`src/rtl/controle_vedacao.sv`:
```
// -----------------------------------------------------------------------------
// controle_vedacao
//
// Sealing-station controller for the bottling line. This is the initiator side
// of the cork-consumption interface: it detects a bottle at the sealer, checks
// cork availability and refill status, drives the sealing actuator for a fixed
// number of cycles, then emits the one-cycle "sealing complete" pulse that the
// cork counter decrements on. It also releases the bottle to the conveyor and
// keeps a saturating count of sealed bottles for display.
//
// Handshake semantics: vedacao_concluida is a one-cycle pulse with no ready
// side. The counter must consume it in the cycle it is high. It is never high
// on two consecutive cycles. It is only ever preceded by exactly TEMPO_VEDACAO
// cycles of atuador_vedacao.
//
// Ports:
//   clk                 in   50 MHz system clock
//   reset               in   asynchronous, active-low reset
//   enable              in   line running; new cycles start only while high
//   garrafa_posicionada in   bottle-at-sealer sensor (level, synchronised)
//   rolha_disponivel    in   counter holds at least one cork
//   dispensador_ativo   in   automatic refill in progress; blocks sealing
//   atuador_vedacao     out  sealing actuator drive
//   vedacao_concluida   out  one-cycle pulse to counter decrement input
//   garrafa_liberada    out  one-cycle pulse to conveyor: bottle may leave
//   erro_sem_rolha      out  waiting for corks (LED)
//   estado              out  current state code (debug / HEX display)
//   total_vedadas       out  completed seals, saturating at MAX_VEDADAS
// -----------------------------------------------------------------------------
module controle_vedacao #(
  parameter logic [25:0] TEMPO_VEDACAO = 26'd25000000,
  parameter logic [13:0] MAX_VEDADAS   = 14'd9999
) (
  input  logic        clk,
  input  logic        reset,
  input  logic        enable,
  input  logic        garrafa_posicionada,
  input  logic        rolha_disponivel,
  input  logic        dispensador_ativo,
  output logic        atuador_vedacao,
  output logic        vedacao_concluida,
  output logic        garrafa_liberada,
  output logic        erro_sem_rolha,
  output logic [2:0]  estado,
  output logic [13:0] total_vedadas
);

  typedef enum logic [2:0] {
    IDLE          = 3'd0,
    VERIFICA      = 3'd1,
    VEDANDO       = 3'd2,
    CONCLUI       = 3'd3,
    AGUARDA_SAIDA = 3'd4,
    SEM_ROLHA     = 3'd5
  } state_t;

  state_t      state_q;
  state_t      state_d;
  logic [25:0] timer_q;
  logic [25:0] timer_d;
  logic        timer_fim;

  // Last actuator cycle: the timer counts 0..TEMPO_VEDACAO-1 inside VEDANDO.
  assign timer_fim = (timer_q == (TEMPO_VEDACAO - 26'd1));

  // ---------------------------------------------------------------------------
  // Next-state and timer logic
  // ---------------------------------------------------------------------------
  always_comb begin
    state_d = state_q;
    timer_d = '0;

    case (state_q)
      IDLE: begin
        if (enable && garrafa_posicionada) begin
          state_d = VERIFICA;
        end
      end

      VERIFICA: begin
        // A refill in progress holds the station here; the cork count is not
        // trusted until the dispenser has finished.
        if (dispensador_ativo) begin
          state_d = VERIFICA;
        end else if (rolha_disponivel) begin
          state_d = VEDANDO;
        end else begin
          state_d = SEM_ROLHA;
        end
      end

      VEDANDO: begin
        // Neither enable nor the sensor can abort a seal once started.
        if (timer_fim) begin
          state_d = CONCLUI;
        end else begin
          timer_d = timer_q + 26'd1;
        end
      end

      CONCLUI: begin
        state_d = AGUARDA_SAIDA;
      end

      AGUARDA_SAIDA: begin
        // Wait for the bottle to leave so the same bottle is never resealed.
        if (!garrafa_posicionada) begin
          state_d = IDLE;
        end
      end

      SEM_ROLHA: begin
        // Operator removing the bottle wins over a simultaneous cork arrival.
        if (!garrafa_posicionada) begin
          state_d = IDLE;
        end else if (rolha_disponivel && !dispensador_ativo) begin
          state_d = VEDANDO;
        end
      end

      default: begin
        // Unused codes 6 and 7 recover to IDLE with all pulses low.
        state_d = IDLE;
      end
    endcase
  end

  // ---------------------------------------------------------------------------
  // State and timer registers
  // ---------------------------------------------------------------------------
  always_ff @(posedge clk or negedge reset) begin
    if (!reset) begin
      state_q <= IDLE;
      timer_q <= '0;
    end else begin
      state_q <= state_d;
      timer_q <= timer_d;
    end
  end

  // ---------------------------------------------------------------------------
  // Registered outputs. Each is decoded from the next state so the registered
  // value lines up exactly with the state the block is in during that cycle.
  // ---------------------------------------------------------------------------
  always_ff @(posedge clk or negedge reset) begin
    if (!reset) begin
      atuador_vedacao   <= 1'b0;
      vedacao_concluida <= 1'b0;
      garrafa_liberada  <= 1'b0;
      erro_sem_rolha    <= 1'b0;
      total_vedadas     <= '0;
    end else begin
      atuador_vedacao   <= (state_d == VEDANDO);
      vedacao_concluida <= (state_d == CONCLUI);
      garrafa_liberada  <= (state_d == CONCLUI);
      erro_sem_rolha    <= (state_d == SEM_ROLHA);
      if ((state_d == CONCLUI) && (total_vedadas < MAX_VEDADAS)) begin
        total_vedadas <= total_vedadas + 14'd1;
      end
    end
  end

  assign estado = state_q;

endmodule

```
`config.mk`:
```
export PLATFORM = sky130hd
export DESIGN_NAME = controle_vedacao
export DESIGN_NICKNAME = d
export VERILOG_FILES = /design/src/rtl/controle_vedacao.sv
export SDC_FILE = /design/constraint.sdc
export NUM_CORES = 1
export LEC_CHECK = 0
export CORE_MARGIN = 5
export CORE_UTILIZATION = 43
export CTS_CLUSTER_DIAMETER = 80
export DETAILED_ROUTE_END_ITERATION = 8
export PLACE_DENSITY = 0.66
export SLEW_MARGIN = 20
export SYNTH_ARGS = -nofsm -noshare
export SYNTH_HDL_FRONTEND = slang
export SYNTH_SLANG_ARGS = --single-unit
```
`constraint.sdc`:
```
create_clock -name clk -period 2.76 [get_ports clk]
set_clock_uncertainty 0.15 [all_clocks]
set_input_delay 0.552 -clock clk [delete_from_list [all_inputs] [get_ports clk]]
set_output_delay 0.552 -clock clk [all_outputs]
set_load 0.02 [all_outputs]
```
==> results.ini <==
[timing]
tns_ns=0
finalSetupViolCount=0
post-route-min-period_ns=2.32
whs_ns=0.177
hold_viol_final=0
fin_crit_sh=0.842
tightestPinTransition_ns=0.577
slew_viol_final=0
slew_headroom=0.615
rsz0062_at_grt=false
timing.fmax_ghz=0.431

[clocking]
cts-root-buf=clkbuf_8
cts_tree=built
cts_resized=0
cts_buffers=5
clock_path_buffers=2
clk_pin_slew_ns=0.08
hold_buffers=0
numClockSinks=46
clock_latency_ns=0.30
cts_setup_buffers=0
ctsHtreeMaxLevel=2

[detailed_routing]
wl_mm=4.35
drc=0
final_antenna_net_count=0
drtPass1Iterations=5
vias=1661
drt_iter0_markers=143
wl_per_cell_microns=13.7
avgViaCountPerCell=5.24

[floorplan]
core_area_sq_mm=0.00511
start_util=0.442
ios=27
die_area_sq_mm=0.00679
fp.dieW_microns=82.4
rows=26
die_y_microns=82.4

[critical_path]
crit_path_max_fanout=14
reg2reg_from=timer_q[0]
start_kind=flip-flop
critical_path_required_ns=2.80
critPathKind=reg -> reg
crit_chain=ha_1 > nor4bb_1 > nand4_1 > and4bb_2 > mux2_2
crit_slowest_cell=and4bb_2
arrival_ns=2.36
reg2reg_depth=5
slowest_delay_ns=0.52
r2r_end=total_vedadas[1]
reg2reg_slack_ns=0.44
crit_path_end_kind=flip-flop

[final_layout]
nets=255
insertedDiodeCount=0
seq_area_sq_mm=0.00115
syn_to_final_growth_pct=18.4
multi_input_area_sq_mm=0.00106
layout-drive-gt1-share=0.0648
fill_cells=472

[yosys]
synth_ff_type=dfrtp_1
synthDistinctLibCells=41
synth_top_area_frac=0.510
ys_ff_latch=46
yosysSeqAreaShare=0.510
synth_largest_area_cell=dfrtp_1
syn_area_sq_mm=0.00226
synthTopCellsByArea=dfrtp_1, xor2_1, xnor2_1
async_reset_ff_frac=1.00
synth_warnings=0
yosysMostFrequentCell=dfrtp_1
syn_avg_cell_area_sq_um=10.4
synth_common_cells=dfrtp_1, nor2_1, xor2_1, nand2_1, nand3_1
synth_fp_nets=225
synth_cells=217
synth_edf_count=0

[global_routing]
grt_pass1_vias=1568
grt_max_degree=47
grt_usage=0.142
antenna_found_initial=0
grt_pass1_wl_mm=7.38
globalRoute.totalOverflow=0

[power]
sw_frac_of_total=0.280
p_per_area_mw_per_mm2=517
seqPwrFrac=0.537
p_leak_nw=1.12
power.switching_w=0.000386
p_int_w=0.000994
combPwrFrac=0.181
pwr-share-clk=0.281
vdd_ir_drop_max_mv=0.226

[flow_run]
cap_violations=0

[placed_design]
io_buffers=26
gp_congestion=0.759
dpl.hpwl_mm=3.01

[hold_path]
hold_class=in -> async

[outcome]
status=completed

==> worst max-delay path: cells and delay by family (launching register included) <==
family / cells / cell delay, ns
flip-flops: 1 / 0.42
adder cells (fa/ha/maj): 1 / 0.29
AND/OR/NAND/NOR: 3 / 0.99
multiplexers: 1 / 0.37
==> power groups by stage <==
stage	clock network (W)	logic, W	registers (W)
after floorplan	0	0.000106	0.000782
after global placement	0	0.000253	0.000755
after detailed placement	0	0.000254	0.000755
after CTS	0.000401	0.000255	0.000741
after global routing	0.000432	0.000275	0.000749
final	0.000388	0.000250	0.000742
==> kinds of logic (layout without fill, tap and decap cells) <==
group / after synthesis / after routing / synth area share
simple gates: 111 / 111 / 0.278
fa+ha+maj: 2 / 2 / 0.0111
mux: 1 / 1 / 0.00499
compound gates: 14 / 14 / 0.0422
xor+xnor: 34 / 34 / 0.132
buf+inv: 9 / 39 / 0.0211
flops: 46 / 46 / 0.510
==> sequential cells by signal (all words and copies together), names as in the netlist <==
signal,count
atuador_vedacao,1
estado,3
timer_q,26
total_vedadas,14
garrafa_liberada,1
erro_sem_rolha,1
==> through the flow <==
| stage | utilization | setup slack, ns | area (sq um) | total power [W] | instances |
|---|---|---|---|---|---|
| 3_3_place_gp | 0.508 | 0.562 | 2590 | 0.00101 | 310 |
| 5_1_grt | 0.523 | 0.291 | 2670 | 0.00145 | 317 |
| 2_1_floorplan | - | 0.737 | 2260 | 0.000888 | 217 |
| 3_5_place_dp | 0.508 | 0.493 | 2590 | 0.00101 | 310 |
| 6_report | 0.523 | 0.437 | 2670 | 0.00138 | 317 |
| 4_1_cts | 0.523 | 0.464 | 2670 | 0.00140 | 317 |
==> layout by cell type, fill, tap and decap left out, types with 2 or more instances in the layout <==
cell type / netlist / final
xor2_1: 19 / 19
nor2_1: 31 / 31
nor4bb_1: 2 / 2
nor4_4: 2 / 2
clkbuf_8: 0 / 5
xnor2_1: 15 / 15
nor4_1: 2 / 2
nor2b_1: 2 / 2
a21oi_1: 4 / 4
clkdlybuf4s50_1: 0 / 25
and4_1: 4 / 4
clkbuf_1: 1 / 2
nand3_1: 16 / 16
inv_1: 4 / 4
dfrtp_1: 46 / 46
and3_1: 6 / 6
nand4_1: 12 / 12
nand2b_1: 4 / 4
nor3_1: 3 / 3
ha_1: 2 / 2
nand2_1: 18 / 18
and2_1: 2 / 2
==> final cells by class <==
| type | instances | share of cell area |
|---|---|---|
| repair buffers | 28 | 0.106 |
| flip-flops and latches | 46 | 0.431 |
| well taps | 70 | 0.0328 |
| multi-input cells | 162 | 0.396 |
| clock buffers | 7 | 0.0286 |
| inverters | 4 | 0.00562 |
==> how the worst max path moves through the flow <==
| stage | from | to | slack, ns | depth (start not counted) |
|---|---|---|---|---|
| floorplan | timer_q[0] | total_vedadas[6] | 0.74 | 7 |
| global placement | timer_q[0] | total_vedadas[1] | 0.56 | 5 |
| detailed placement | timer_q[0] | total_vedadas[1] | 0.49 | 5 |
| CTS | timer_q[0] | total_vedadas[1] | 0.46 | 5 |
| global route | timer_q[0] | total_vedadas[1] | 0.29 | 5 |
| finish | timer_q[0] | total_vedadas[1] | 0.44 | 5 |
==> per-layer routing <==
metal	share of wire	global-route usage
met5	0	0
met4	0.019	0.0648
met3	0.035	0.0336
met2	0.44	0.204
met1	0.50	0.200
Power figures use the tool's default switching activity.
